==> src/rtl/arrow_pool_ctrl_pkg.sv <==
// arrow_pkg: state encoding, {x,y} packing offsets and defaults shared by the arrow pool
package arrow_pkg;
    localparam int POS_W = 10;
    localparam int X_LSB = POS_W;
    localparam int Y_LSB = 0;
    localparam int SLOT_W = 2 * POS_W;
    localparam int DEF_ARROW_SPEED = 5;
    localparam logic [1:0] ST_IDLE  = 2'd0;
    localparam logic [1:0] ST_MOVE  = 2'd1;
    localparam logic [1:0] ST_CHECK = 2'd2;
    localparam logic [1:0] ST_SPAWN = 2'd3;
endpackage

==> src/rtl/arrow_pool_ctrl_if.sv <==
// arrow_pool_ctrl_if: player/target inputs and arrow pool outputs of the projectile scheduler
interface arrow_pool_ctrl_if import arrow_pkg::*; #(parameter int NUM_ARROWS = 4);
    logic                       frame_tick;
    logic                       fire_button;
    logic [SLOT_W-1:0]          playerPos;
    logic [POS_W-1:0]           block_x, block_y, block_w, block_h;
    logic [POS_W-1:0]           lizard_x, lizard_y, lizard_w, lizard_h;
    logic [NUM_ARROWS-1:0]      arrow_valid;
    logic [SLOT_W*NUM_ARROWS-1:0] arrow_pos;
    logic                       block_defeated;
    logic                       lizard_defeated;
    logic                       fire_ack;
    logic                       busy;
    modport master (
        output frame_tick, fire_button, playerPos,
        output block_x, block_y, block_w, block_h,
        output lizard_x, lizard_y, lizard_w, lizard_h,
        input  arrow_valid, arrow_pos, block_defeated, lizard_defeated, fire_ack, busy
    );
    modport slave (
        input  frame_tick, fire_button, playerPos,
        input  block_x, block_y, block_w, block_h,
        input  lizard_x, lizard_y, lizard_w, lizard_h,
        output arrow_valid, arrow_pos, block_defeated, lizard_defeated, fire_ack, busy
    );
endinterface

==> src/rtl/arrow_pool_ctrl_aabb_hit.sv <==
// aabb_hit: inclusive point-in-box test; box edges summed at 11 bits so they never wrap
module aabb_hit import arrow_pkg::*; (
    input  logic [POS_W-1:0] px,
    input  logic [POS_W-1:0] py,
    input  logic [POS_W-1:0] bx,
    input  logic [POS_W-1:0] by,
    input  logic [POS_W-1:0] bw,
    input  logic [POS_W-1:0] bh,
    output logic             hit
);
    logic [POS_W:0] x_hi, y_hi;
    assign x_hi = {1'b0, bx} + {1'b0, bw};
    assign y_hi = {1'b0, by} + {1'b0, bh};
    assign hit  = (px >= bx) && ({1'b0, px} <= x_hi) && (py >= by) && ({1'b0, py} <= y_hi);
endmodule

==> src/rtl/arrow_pool_ctrl.sv <==
// arrow_pool_ctrl: per-frame move/collide/spawn scheduler for the arrow pool; ARROW_COOLDOWN_EN builds the spawn cooldown
module arrow_pool_ctrl import arrow_pkg::*; #(
    parameter int NUM_ARROWS  = 4,
    parameter int ARROW_SPEED = DEF_ARROW_SPEED,
    parameter int COOLDOWN    = 8
) (
    input logic          sim_clk,
    input logic          reset,
    arrow_pool_ctrl_if.slave bus
);
    localparam int IW = (NUM_ARROWS > 1) ? $clog2(NUM_ARROWS) : 1;
    localparam logic [IW-1:0] LAST = IW'(NUM_ARROWS - 1);
    localparam logic [POS_W-1:0] SPD = POS_W'(ARROW_SPEED);

    logic [1:0]            state;
    logic [IW-1:0]         idx;
    logic [NUM_ARROWS-1:0] valid;
    logic [POS_W-1:0]      ax [NUM_ARROWS];
    logic [POS_W-1:0]      ay [NUM_ARROWS];
    logic                  fire_q, fire_pending, rise;
    logic                  blk_def, liz_def;
    logic                  blk_raw, liz_raw, hit_b, hit_l;
    logic                  any_free, cd_zero, spawn;
    logic [IW-1:0]         free_idx;
    logic [POS_W-1:0]      sx, sy;

    assign rise = bus.fire_button & ~fire_q;
    assign sx = ax[idx];
    assign sy = ay[idx];

    aabb_hit u_block (
        .px(sx), .py(sy),
        .bx(bus.block_x), .by(bus.block_y), .bw(bus.block_w), .bh(bus.block_h),
        .hit(blk_raw)
    );

    aabb_hit u_lizard (
        .px(sx), .py(sy),
        .bx(bus.lizard_x), .by(bus.lizard_y), .bw(bus.lizard_w), .bh(bus.lizard_h),
        .hit(liz_raw)
    );

    assign hit_b = (state == ST_CHECK) & valid[idx] & ~blk_def & blk_raw;
    assign hit_l = (state == ST_CHECK) & valid[idx] & ~liz_def & liz_raw;

    // lowest-index free slot, searched from the top so the smallest index wins
    always_comb begin
        free_idx = '0;
        any_free = 1'b0;
        for (int k = NUM_ARROWS - 1; k >= 0; k--) begin
            if (!valid[k]) begin
                free_idx = IW'(k);
                any_free = 1'b1;
            end
        end
    end

`ifdef ARROW_COOLDOWN_EN
    localparam int CW = $clog2(COOLDOWN + 2);
    logic [CW-1:0] cd;

    // reload on spawn, count down once per accepted frame tick, hold at zero
    always_ff @(posedge sim_clk or posedge reset) begin
        if (reset) cd <= '0;
        else if (state == ST_SPAWN && spawn) cd <= CW'(COOLDOWN);
        else if (state == ST_IDLE && bus.frame_tick && cd != '0) cd <= cd - 1'b1;
    end

    assign cd_zero = (cd == '0);
`else
    assign cd_zero = 1'b1;
`endif

    assign spawn = fire_pending & any_free & cd_zero;

    // frame sequencer: ticks are only accepted in IDLE, CHECK walks every slot once
    always_ff @(posedge sim_clk or posedge reset) begin
        if (reset) begin
            state <= ST_IDLE;
            idx   <= '0;
        end else begin
            state <= (state == ST_IDLE)  ? (bus.frame_tick ? ST_MOVE : ST_IDLE) :
                     (state == ST_MOVE)  ? ST_CHECK :
                     (state == ST_CHECK) ? ((idx == LAST) ? ST_SPAWN : ST_CHECK) : ST_IDLE;
            idx   <= (state == ST_CHECK) ? idx + 1'b1 : '0;
        end
    end

    // fire edge capture; a request survives until a spawn consumes it
    always_ff @(posedge sim_clk or posedge reset) begin
        if (reset) begin
            fire_q       <= 1'b0;
            fire_pending <= 1'b0;
        end else begin
            fire_q       <= bus.fire_button;
            fire_pending <= (fire_pending & ~(state == ST_SPAWN && spawn)) | rise;
        end
    end

    // sticky defeat flags, cleared only by reset
    always_ff @(posedge sim_clk or posedge reset) begin
        if (reset) begin
            blk_def <= 1'b0;
            liz_def <= 1'b0;
        end else begin
            blk_def <= blk_def | hit_b;
            liz_def <= liz_def | hit_l;
        end
    end

    // slot storage: move all, free on hit at the scan index, fill on spawn
    always_ff @(posedge sim_clk or posedge reset) begin
        if (reset) begin
            valid <= '0;
            for (int k = 0; k < NUM_ARROWS; k++) begin
                ax[k] <= '0;
                ay[k] <= '0;
            end
        end else begin
            if (state == ST_MOVE) begin
                for (int k = 0; k < NUM_ARROWS; k++) begin
                    if (valid[k]) begin
                        if (ay[k] < SPD) valid[k] <= 1'b0;
                        else ay[k] <= ay[k] - SPD;
                    end
                end
            end
            if (hit_b | hit_l) valid[idx] <= 1'b0;
            if (state == ST_SPAWN && spawn) begin
                valid[free_idx] <= 1'b1;
                ax[free_idx]    <= bus.playerPos[X_LSB +: POS_W];
                ay[free_idx]    <= bus.playerPos[Y_LSB +: POS_W];
            end
        end
    end

    for (genvar i = 0; i < NUM_ARROWS; i++) begin : g_pos
        assign bus.arrow_pos[SLOT_W*i +: SLOT_W] = {ax[i], ay[i]};
    end

    assign bus.arrow_valid     = valid;
    assign bus.block_defeated  = blk_def;
    assign bus.lizard_defeated = liz_def;
    assign bus.fire_ack        = (state == ST_SPAWN) & spawn;
    assign bus.busy            = (state != ST_IDLE);
endmodule

==> src/flat_wrapper.sv <==
// flat-port wrapper written by rule: the top's interface ports become plain ports
module arrow_pool_ctrl_flat import arrow_pkg::*;
#(
    parameter int NUM_ARROWS  = 4,
    parameter int ARROW_SPEED = DEF_ARROW_SPEED,
    parameter int COOLDOWN    = 8
)
  (sim_clk, reset, bus_frame_tick, bus_fire_button, bus_playerPos, bus_block_x, bus_block_y, bus_block_w, bus_block_h, bus_lizard_x, bus_lizard_y, bus_lizard_w, bus_lizard_h, bus_arrow_valid, bus_arrow_pos, bus_block_defeated, bus_lizard_defeated, bus_fire_ack, bus_busy);
  arrow_pool_ctrl_if #(.NUM_ARROWS(NUM_ARROWS)) bus_i ();
  input logic sim_clk;
  input logic reset;
  input wire logic [$bits(bus_i.frame_tick)-1:0] bus_frame_tick;
  input wire logic [$bits(bus_i.fire_button)-1:0] bus_fire_button;
  input wire logic [$bits(bus_i.playerPos)-1:0] bus_playerPos;
  input wire logic [$bits(bus_i.block_x)-1:0] bus_block_x;
  input wire logic [$bits(bus_i.block_y)-1:0] bus_block_y;
  input wire logic [$bits(bus_i.block_w)-1:0] bus_block_w;
  input wire logic [$bits(bus_i.block_h)-1:0] bus_block_h;
  input wire logic [$bits(bus_i.lizard_x)-1:0] bus_lizard_x;
  input wire logic [$bits(bus_i.lizard_y)-1:0] bus_lizard_y;
  input wire logic [$bits(bus_i.lizard_w)-1:0] bus_lizard_w;
  input wire logic [$bits(bus_i.lizard_h)-1:0] bus_lizard_h;
  output wire logic [$bits(bus_i.arrow_valid)-1:0] bus_arrow_valid;
  output wire logic [$bits(bus_i.arrow_pos)-1:0] bus_arrow_pos;
  output wire logic [$bits(bus_i.block_defeated)-1:0] bus_block_defeated;
  output wire logic [$bits(bus_i.lizard_defeated)-1:0] bus_lizard_defeated;
  output wire logic [$bits(bus_i.fire_ack)-1:0] bus_fire_ack;
  output wire logic [$bits(bus_i.busy)-1:0] bus_busy;
  assign bus_i.frame_tick = bus_frame_tick;
  assign bus_i.fire_button = bus_fire_button;
  assign bus_i.playerPos = bus_playerPos;
  assign bus_i.block_x = bus_block_x;
  assign bus_i.block_y = bus_block_y;
  assign bus_i.block_w = bus_block_w;
  assign bus_i.block_h = bus_block_h;
  assign bus_i.lizard_x = bus_lizard_x;
  assign bus_i.lizard_y = bus_lizard_y;
  assign bus_i.lizard_w = bus_lizard_w;
  assign bus_i.lizard_h = bus_lizard_h;
  assign bus_arrow_valid = bus_i.arrow_valid;
  assign bus_arrow_pos = bus_i.arrow_pos;
  assign bus_block_defeated = bus_i.block_defeated;
  assign bus_lizard_defeated = bus_i.lizard_defeated;
  assign bus_fire_ack = bus_i.fire_ack;
  assign bus_busy = bus_i.busy;
  arrow_pool_ctrl #(.NUM_ARROWS(NUM_ARROWS), .ARROW_SPEED(ARROW_SPEED), .COOLDOWN(COOLDOWN)) u_core (.sim_clk(sim_clk), .reset(reset), .bus(bus_i));
endmodule
==> config.mk <==
export PLATFORM = sky130hd
export DESIGN_NAME = arrow_pool_ctrl_flat
export DESIGN_NICKNAME = d
export VERILOG_FILES = /design/src/rtl/arrow_pool_ctrl_pkg.sv /design/src/rtl/arrow_pool_ctrl_if.sv /design/src/rtl/arrow_pool_ctrl_aabb_hit.sv /design/src/rtl/arrow_pool_ctrl.sv /design/src/flat_wrapper.sv
export SDC_FILE = /design/constraint.sdc
export NUM_CORES = 1
export LEC_CHECK = 0
export BUFFER_PORTS_ARGS = -buffer_cell sky130_fd_sc_hd__buf_4
export CAP_MARGIN = 20
export CORE_MARGIN = 2
export CORE_UTILIZATION = 25
export CTS_BUF_LIST = sky130_fd_sc_hd__clkbuf_16
export CTS_CLUSTER_DIAMETER = 100
export CTS_CLUSTER_SIZE = 14
export DETAILED_ROUTE_END_ITERATION = 10
export RECOVER_POWER = 100
export SETUP_SLACK_MARGIN = 0.15
export SLEW_MARGIN = 25
export SYNTH_ARGS = -nofsm -noshare
export SYNTH_HDL_FRONTEND = slang
export SYNTH_SLANG_ARGS = --single-unit
==> constraint.sdc <==
create_clock -name sim_clk -period 3.75 [get_ports sim_clk]
set_input_delay 0.375 -clock sim_clk [delete_from_list [all_inputs] [get_ports sim_clk]]
set_output_delay 0.375 -clock sim_clk [all_outputs]
set_load 0.02 [all_outputs]
==> results of run 1 <==
[cell usage after synthesis, types with 17 or more instances]
| library cell | n | area [um2] |
|---|---|---|
| a21oi_1 | 44 | 220 |
| clkbuf_1 | 17 | 63.8 |
| dfrtp_1 | 92 | 2300 |
| ha_1 | 132 | 1650 |
| inv_1 | 76 | 285 |
| mux2_2 | 20 | 225 |
| mux4_2 | 21 | 473 |
| nand2_1 | 117 | 439 |
| nor2_1 | 58 | 218 |
| nor2b_1 | 19 | 119 |
| nor3_1 | 33 | 165 |
| o21ai_0 | 63 | 315 |
| xnor2_1 | 24 | 210 |
| xor2_1 | 18 | 158 |
[path summary, 6_finish.rpt]
kind | start | end
worst max-delay path | bus_lizard_h[0] | u_core.bus.arrow_valid[2]
worst min-delay path | bus_fire_button | u_core.fire_q
worst max register to register | u_core.idx[0] | u_core.bus.arrow_valid[2]
worst min register to register | u_core.fire_q | u_core.fire_pending
max in group asynchronous | reset | u_core.bus.arrow_pos[18]
min in group asynchronous | reset | u_core.idx[0]
[where the power goes]
part	internal (W)	switching [W]
sequential	0.00148	0.000664
combinational	0.00209	0.00303
clock	0.000445	0.000397
total	0.00402	0.00409
[metrics by stage]
step | setup TNS, ns | hold slack (ns)
floorplan | 0 | 0.406
global placement | -0.965 | 0.359
detailed placement | -1.19 | 0.365
CTS | 0 | 0.130
global route | 0 | 0.159
finish | 0 | 0.164
[per-layer routing]
layer / global-route usage, % / vias to the layer above
met4: 5.21 / 0
met2: 26.5 / 161
met1: 19.2 / 3758
li1: - / 3854
met3: 3.07 / 30
met5: 0 / -
[cell usage in the layout (no fill, tap or decap), types with 4 or more instances in the layout]
cell type | synthesis | routed
a211o_1 | 4 | 4
a211oi_1 | 15 | 15
a21boi_0 | 4 | 4
a21o_1 | 12 | 12
a21oi_1 | 44 | 39
a21oi_2 | 0 | 4
a31oi_1 | 10 | 10
and3_1 | 5 | 4
buf_4 | 0 | 136
clkbuf_1 | 17 | 92
clkbuf_16 | 0 | 9
dfrtp_1 | 92 | 92
ha_1 | 132 | 127
ha_4 | 0 | 4
inv_1 | 76 | 74
mux2_2 | 20 | 20
mux2i_1 | 8 | 8
mux4_2 | 21 | 21
nand2_1 | 117 | 117
nand2b_1 | 11 | 11
nand3_1 | 16 | 15
nand4_1 | 5 | 5
nor2_1 | 58 | 58
nor2b_1 | 19 | 19
nor3_1 | 33 | 31
nor3b_1 | 4 | 4
nor4_1 | 8 | 7
o211ai_1 | 5 | 5
o21a_1 | 15 | 15
o21ai_0 | 63 | 60
o21bai_1 | 6 | 6
o22ai_1 | 4 | 4
or2_2 | 7 | 5
or3_1 | 9 | 9
xnor2_1 | 24 | 24
xor2_1 | 18 | 18
[cell families after synthesis]
family	after synthesis	synth area share, %
flip-flops	92	27.2
AND/OR/NAND/NOR	308	17.7
multiplexers	49	9.20
XOR/XNOR	42	4.35
adder cells (fa/ha/maj)	136	20.5
AO/OA/AOI/OAI	213	16.7
buffers and inverters	99	4.44
[cell type report]
class / count / area (um2) / area share, %
clock buffer: 9 / 225 / 2.10
tap: 448 / 561 / 5.22
inverter: 77 / 290 / 2.70
timing repair buffer: 234 / 1430 / 13.3
clock inverter: 6 / 40.0 / 0.373
multi-input combinational: 748 / 5900 / 54.9
sequential: 92 / 2300 / 21.4
[flip-flops by register name, summed over array words and instances, names as in the netlist]
signal and flops:
u_core.fire_pending 1, u_core.bus.block_defeated 1, u_core.state 2, u_core.bus.arrow_pos 80, u_core.bus.arrow_valid 4, u_core.idx 2, u_core.bus.lizard_defeated 1, u_core.fire_q 1
[repair_timing]
item                       CTS  global route
hold buffers                 1             0
hold endpoints to repair    16             0
pin swaps                    0            27
resized for setup            2            26
buffers inserted             0             4
setup endpoints to repair    5             6
==> key figures, run 1 <==
Logic synthesis
  • Syn Area/Cell: 9.01 um2
  • Ys flop type: dfrtp_1
  • Synth warn: 0
  • Register bit total from synthesis: 92
  • Sequential area share after synthesis: 27.2%
  • Post-synth EDFFs: 0
  • Syn Nets: 1179
  • Async set-reset flop share out of synthesis: 100%
  • Mapped Cells: 939
  • Netlist cell types: 64
  • Mapped Area: 8460 um2

Timing
  • Slew Limit Fails: 37
  • Worst-Margin Slew: 1.94 ns
  • Final period utilization: 94.6%
  • Final Hold Fails: 0
  • Setup Viol. Count Final: 0
  • Clock skew: 0.0110 ns
  • Setup WS post-layout: 0.201 ns
  • Max-slew headroom: -29.4%
  • Unrepaired setup endpoints after global routing: false
  • Min cycle time layout: 3.55 ns
  • Achievable frequency: 0.282 GHz

Route
  • Wire per inst: 17.1 um
  • DRT Pass-1 Iters: 6
  • Met2 Routed Length: 13400 um
  • Vias per cell: 4.83
  • Metal3 WL: 1190 um
  • Final Routed Wirelength: 27500 um
  • Vias after detailed routing: 7803
  • Post-DRT Antenna Nets: 0
  • Met1 Wirelength: 12400 um
  • Drt drc: 0
  • Top Metal Used: met4
  • DR iter-0 viols: 391

Finish
  • Nets@finish: 1402
  • Share of layout cells above drive strength 1: 19.6%
  • N_diodes: 0
  • Fin area: 10700 um2
  • Final std cells w/o fill: 1614
  • Layout Utilization: 32.1%
  • Fill count: 3490
  • Area growth syn-to-layout: 26.9%

Die
  • Initial Utilization: 25.3%
  • Core area: 33400 um2
  • IO Count: 192
  • Die footprint: 35300 um2
  • Die Y: 188 um
  • Die extent in x: 188 um
  • Site row count: 67

Min path
  • Hold crit path type: in2reg
  • Worst Hold Path Cells: 1

Pwr
  • LEAKAGE: 4.81 nW
  • Max rail drop VDD: 0.000268 V
  • PwrDens: 754 nW/um2
  • Pwr Total: 0.00810 W

Global routing
  • First-pass GRT wire length: 42900 um
  • GRT overflow: 0
  • All-Layer GR Usage: 15.4%
  • Initial antenna violation count: 0
  • Vias in the first global route: 7973
  • Largest net degree at the start of global routing: 41

Run
  • Maxcap violations: 1

Clocking
  • Clock buffer depth: 2
  • Later-pin clock latency in the skew report: 0.35 ns
  • CTS tree: done
  • # clock sinks: 92
  • Number of H-tree levels: 3
  • Clock tree root driver cell: clkbuf_16
  • Reg clk slew, reported paths: 0.07 ns
  • Clock buffer count from CTS: 9

Placed design
  • DP HPWL: 22400 um
  • Placed cell area: 10700 um2
  • Final GP Congestion: 0.839
  • Port bufs: 191
  • Post-Place Worst Slack: -0.244 ns
  • Dpl cells: 1594

Worst setup path
  • Reg2reg path depth: 12
  • Critical path capture point type: flip-flop
  • Critical Path Stages: 20
  • CP max FO: 3
  • CP Launch Type: input pin
  • R2R setup slack: 0.38 ns
  • Crit path cell chain: buf_4 -> ha_2 -> inv_2 -> fa_2 -> nor2b_1 -> o31a_1 -> o21ai_2 -> nand2_1 -> a21o_1 -> a21oi_2 -> xor2_1 -> ha_1 -> nand4_1 -> a31oi_1 -> o41ai_1 -> buf_4 -> o2bb2ai_1 -> and4bb_1 -> buf_6 -> a31oi_1
  • CP max stage cell: o41ai_1
  • CP peak stage delay: 0.42 ns
  • CP Data Required Time: 3.95 ns
  • Crit path kind: in2reg
  • CP arrival: 3.75 ns
  • CP top delay family: compound AO/OA/AOI/OAI gates
  • Worst path buffer plus inverter count: 4

Outcome
  • Failing checks: capacitance limit, slew limit
  • Status: complete, but fails checks
(Power assumes the default switching activity.)
==> inputs of run 2 (changes only) <==
--- a/config.mk
+++ b/config.mk
@@ -7,6 +7,7 @@
 export LEC_CHECK = 0
 export BUFFER_PORTS_ARGS = -buffer_cell sky130_fd_sc_hd__buf_4
 export CAP_MARGIN = 20
+export CORE_ASPECT_RATIO = 1.75
 export CORE_MARGIN = 2
 export CORE_UTILIZATION = 25
 export CTS_BUF_LIST = sky130_fd_sc_hd__clkbuf_16
==> run 2 against run 1 <==
Effect of this change:
- register-to-register slack gained 0.08 ns
- non-clock buffer count shrank 11
- the flow still finishes with violations (capacitance limit, slew limit)
- critical path type unchanged
- clock power grew 12%
- hold slack lost 0.0082 ns
- final cell count is essentially flat
- clock-buffer cell count is the same
- fmax grew 2.2%
==> key figures, run 2 (synthesis gave the netlist of run 1 again) <==
Outcome
  • Status: complete, but fails checks
  • Failing checks: capacitance limit, slew limit

Worst setup path
  • CP Launch Type: input pin
  • CP peak stage delay: 0.27 ns
  • Critical path capture point type: flip-flop
  • Crit path cell chain: buf_4 -> ha_1 -> inv_1 -> fa_2 -> nor2b_1 -> o31a_1 -> o21ai_2 -> nand2_1 -> a21o_1 -> a21oi_1 -> xor2_1 -> ha_1 -> nand4_1 -> nor3_1 -> nor4_1 -> o41ai_2 -> buf_4 -> o2bb2ai_1 -> and4bb_4 -> or2_2
  • CP max FO: 5
  • CP max stage cell: o31a_1
  • Crit path kind: in2reg
  • CP arrival: 3.72 ns
  • CP Data Required Time: 3.99 ns

Pwr
  • Max rail drop VDD: 0.000437 V
  • PwrDens: 774 nW/um2
  • Pwr Total: 0.00823 W
  • LEAKAGE: 4.78 nW

Finish
  • Commonest non-fill, non-tap cell in the layout: ha_1
  • Fin area: 10600 um2
  • Nets@finish: 1391
  • Most frequent cells in the layout: ha_1, buf_4, nand2_1, clkbuf_1, dfrtp_1
  • Layout Utilization: 31.8%
  • Area growth syn-to-layout: 25.8%
  • Largest register FFs: 80
  • Share of layout cells above drive strength 1: 18.6%

Die
  • IO Count: 192
  • Core area: 33500 um2
  • Die footprint: 35400 um2
  • Die Y: 247 um
  • Site row count: 89
  • Die extent in x: 143 um
  • Initial Utilization: 25.2%

Timing
  • Unrepaired setup endpoints after global routing: true
  • Setup Viol. Count Final: 0
  • Worst-Margin Slew: 1.94 ns
  • Slew Limit Fails: 73
  • Final Hold Fails: 0
  • Final period utilization: 92.6%
  • Achievable frequency: 0.288 GHz
  • Min cycle time layout: 3.47 ns
  • Clock skew: 0.0101 ns
  • Max-slew headroom: -30.4%

Clocking
  • Number of H-tree levels: 3
  • Cts-stage hold buffer count: 0
  • # clock sinks: 92
  • Reg clk slew, reported paths: 0.08 ns
  • CTS tree: done
  • Clock tree root driver cell: clkbuf_16
  • Clock buffer count from CTS: 9
  • Later-pin clock latency in the skew report: 0.36 ns
  • Clock buffer depth: 2

Global routing
  • Met3 Use GR: 2.37%
  • Largest net degree at the start of global routing: 42
  • Met2 Usage GRT: 28.6%
  • First-pass GRT wire length: 42100 um
  • Top Usage Layer GRT: met2
  • Initial antenna violation count: 1
  • All-Layer GR Usage: 15.5%
  • Vias in the first global route: 7807
  • GRT overflow: 0
  • GR Util met1: 17.3%

Placed design
  • Port bufs: 191
  • DP HPWL: 23200 um
  • Placed cell area: 10700 um2
  • Final GP Congestion: 0.866

Run
  • Maxcap violations: 2

Route
  • Vias per cell: 4.90
  • Post-DRT Antenna Nets: 0
  • Final Routed Wirelength: 28200 um
  • DR iter-0 viols: 329
  • Drt drc: 0
  • Vias after detailed routing: 7908
  • Wire per inst: 17.5 um
  • DRT Pass-1 Iters: 5

Min path
  • Hold crit path type: in2reg
-- run 2: cell count changes in the layout (fill, tap and decap cells not counted), sizes merged --
cell / change
clkinvlp: -2
inv: +4
diode: +2
clkinv: -1
dlygate4sd3: -1
buf: -10
-- run 2: area by class of cell --
cell class	count	area, um2
Multi-Input combinational cell	748	5820
Clock buffer	9	225
Fill cell	3587	22900
Timing Repair Buffer	223	1350
Sequential cell	92	2300
Inverter	77	290
Antenna cell	2	5.00
Clock inverter	7	73.8
Tap cell	455	569
-- run 2: per-layer routing --
layer  vias up  part of all wire, %
met2       254                   53
met1      3775                   37
met3        52                  5.7
met5         -                    0
met4         0                  4.2
li1       3827                    -
-- run 2: worst paths after layout --
check / from / to / slack [ns] / cells after the start
min in group asynchronous: reset / u_core.bus.arrow_pos[58] / 0.52 / 2
worst min register to register: u_core.fire_q / u_core.fire_pending / 0.44 / 1
worst max-delay path: bus_lizard_h[0] / u_core.bus.lizard_defeated / 0.28 / 20
max in group asynchronous: reset / u_core.bus.arrow_pos[2] / 1.00 / 3
worst min-delay path: bus_fire_button / u_core.fire_q / 0.16 / 1
worst max register to register: u_core.idx[0] / u_core.bus.arrow_valid[2] / 0.46 / 10
-- run 2: worst max-delay path, delay by kind of cell --
| kind | cells | cell delay, ns |
|---|---|---|
| AND/OR/NAND/NOR | 7 | 1.12 |
| XOR/XNOR | 1 | 0.17 |
| buffers and inverters | 3 | 0.36 |
| adder cells (fa/ha/maj) | 3 | 0.69 |
| AO/OA/AOI/OAI | 6 | 1.02 |
-- run 2: per-stage QoR --
stage	cells	hold WS, ns	setup TNS [ns]	setup WS [ns]
6_report	1613	0.156	0	0.277
3_5_place_dp	1594	0.427	-1.13	-0.234
5_1_grt	1612	0.148	0	0.0805
3_3_place_gp	1594	0.423	-0.885	-0.194
2_1_floorplan	939	0.406	0	0.166
4_1_cts	1610	0.122	0	0.137
-- run 2: power by group --
| part | total (W) | internal (W) | switching, W |
|---|---|---|---|
| Clock | 0.000938 | 0.000474 | 0.000464 |
| Sequential | 0.00214 | 0.00148 | 0.000660 |
| Combinational | 0.00516 | 0.00210 | 0.00305 |
| Total | 0.00823 | 0.00406 | 0.00417 |
-- run 2: repair_timing --
action                                  4_1_cts  5_1_grt
endpoints found under the setup margin        2        6
setup buffers                                 0        1
pin swaps                                     0        9
resized for setup                             0       18
==> inputs of run 3 (changes only) <==
--- a/config.mk
+++ b/config.mk
@@ -14,8 +14,9 @@
 export CTS_CLUSTER_DIAMETER = 100
 export CTS_CLUSTER_SIZE = 14
 export DETAILED_ROUTE_END_ITERATION = 10
-export RECOVER_POWER = 100
+export RECOVER_POWER = 25
 export SETUP_SLACK_MARGIN = 0.15
+export SKIP_LAST_GASP = 1
 export SLEW_MARGIN = 25
 export SYNTH_ARGS = -nofsm -noshare
 export SYNTH_HDL_FRONTEND = slang
==> run 3 against run 2 <==
Effect of this change:
- the run still ends with capacitance limit, slew limit left
- sequential cell count unchanged
- total power increased by 5.3%
- final cell count unchanged
- critical path type unchanged
==> key figures, run 3 (synthesis gave the netlist of run 1 again) <==
Timing
  • Clock skew: 0.0120 ns
  • Slew Limit Fails: 73
  • Final Hold Fails: 0
  • Unrepaired setup endpoints after global routing: true
  • Achievable frequency: 0.288 GHz
  • Setup TNS: 0 ns
  • Worst-Margin Slew: 1.96 ns
  • Final period utilization: 92.7%
  • Max-slew headroom: -31.2%
  • Min cycle time layout: 3.47 ns
  • Setup Viol. Count Final: 0

Route
  • Post-DRT Antenna Nets: 0
  • Vias after detailed routing: 7928
  • Vias per cell: 4.92
  • Drt drc: 0
  • DR iter-0 viols: 315
  • DRT Pass-1 Iters: 4
  • Final Routed Wirelength: 28300 um
  • Wire per inst: 17.5 um

Worst setup path
  • Reg2reg path depth: 10
  • CP max FO: 5
  • CP Launch Type: input pin
  • CP Data Required Time: 3.99 ns
  • Crit path kind: in2reg
  • CP arrival: 3.72 ns
  • Worst R2R End: u_core.bus.arrow_valid[2]
  • Crit Reg-Reg Startpoint: u_core.idx[0]
  • Critical path capture point type: flip-flop
  • R2R setup slack: 0.45 ns

Clocking
  • Reg clk slew, reported paths: 0.08 ns
  • CTS tree: done
  • Clock buffer count from CTS: 9
  • Cts-stage hold buffer count: 0
  • Clock tree root driver cell: clkbuf_16
  • # clock sinks: 92
  • Later-pin clock latency in the skew report: 0.36 ns
  • Number of H-tree levels: 3
  • Clock buffer depth: 2

Global routing
  • All-Layer GR Usage: 15.5%
  • Largest net degree at the start of global routing: 42
  • Initial antenna violation count: 1
  • GRT overflow: 0
  • Vias in the first global route: 7807
  • First-pass GRT wire length: 42100 um

Die
  • IO Count: 192
  • Core area: 33500 um2
  • Die footprint: 35400 um2
  • Die extent in x: 143 um
  • Site row count: 89
  • Die Y: 247 um
  • Initial Utilization: 25.2%

Run
  • Maxcap violations: 2

Finish
  • Share of layout cells above drive strength 1: 27.0%
  • Area growth syn-to-layout: 30.3%
  • Fin area: 11000 um2
  • Final std cells w/o fill: 1613
  • Most frequent cells in the layout: buf_4, ha_1, nand2_1, dfrtp_1, inv_1
  • Largest register FFs: 80
  • Fill count: 3500
  • Commonest non-fill, non-tap cell in the layout: buf_4
  • Layout Utilization: 32.9%
  • Nets@finish: 1391

Min path
  • Worst Hold Path Cells: 1
  • Min-Delay Endpoint: u_core.fire_q
  • Hold crit path type: in2reg
  • Critical hold path startpoint: bus_fire_button

Pwr
  • PwrDens: 786 nW/um2
  • LEAKAGE: 5.13 nW
  • Max rail drop VDD: 0.000507 V

Placed design
  • DP HPWL: 23200 um
  • Dpl cells: 1594
  • Final GP Congestion: 0.866
  • Port bufs: 191
  • Placed cell area: 10700 um2

Outcome
  • Status: complete, but fails checks
  • Failing checks: capacitance limit, slew limit
-- run 3: worst max-delay path, cell delays in order --
cell	delay [ns]
buf_4	0.12
ha_1	0.21
inv_1	0.08
fa_2	0.22
nor2b_1	0.06
o31a_1	0.27
o21ai_2	0.14
nand2_1	0.10
a21o_1	0.18
a21oi_1	0.16
xor2_1	0.17
ha_1	0.26
nand4_1	0.12
nor3_1	0.07
nor4_1	0.27
o41ai_2	0.17
buf_4	0.16
o2bb2ai_1	0.10
and4bb_4	0.23
or2_2	0.27
-- run 3: cell type report --
class	count	area, um2	share of cell area (%)
Clock inverter	7	73.8	0.670
Clock buffer	9	225	2.04
Sequential cell	92	2300	20.9
Antenna cell	2	5.00	0.0454
Tap cell	455	569	5.16
Multi-Input combinational cell	748	5870	53.2
Timing Repair Buffer	223	1690	15.3
Inverter	77	290	2.63
-- run 3: per-layer routing --
layer / up-vias / GRT usage [%] / wire length (um)
met5: - / 0 / 0
met4: 0 / 7.11 / 1260
met2: 256 / 28.6 / 14800
met3: 52 / 2.37 / 1680
li1: 3832 / - / -
met1: 3788 / 17.3 / 10500
-- run 3: worst max path at each step --
| stage | to | startpoint |
|---|---|---|
| after floorplan | u_core.bus.lizard_defeated | bus_lizard_w[1] |
| after global placement | u_core.bus.arrow_valid[3] | bus_lizard_h[0] |
| after detailed placement | u_core.bus.arrow_valid[3] | bus_lizard_h[0] |
| after CTS | u_core.bus.arrow_valid[3] | bus_lizard_h[0] |
| after global routing | u_core.bus.lizard_defeated | bus_lizard_h[0] |
| final | u_core.bus.lizard_defeated | bus_lizard_h[0] |
-- run 3: where the power goes --
group          switching, W  internal (W)
clock              0.000469      0.000474
combinational       0.00306       0.00250
sequential         0.000687       0.00148
-- run 3: what timing repair did --
action | in CTS | in global routing
pin swaps | 0 | 9
setup endpoints to repair | 2 | 6
gates resized for setup | 0 | 18
setup buffers | 0 | 1
-- run 3: per-stage QoR --
stage          power, W  setup WS [ns]  hold slack, ns
3_5_place_dp    0.00774         -0.234           0.427
6_report        0.00867          0.275           0.156
2_1_floorplan   0.00542          0.166           0.406
5_1_grt         0.00936         0.0805           0.148
4_1_cts         0.00872          0.137           0.122
3_3_place_gp    0.00759         -0.194           0.423
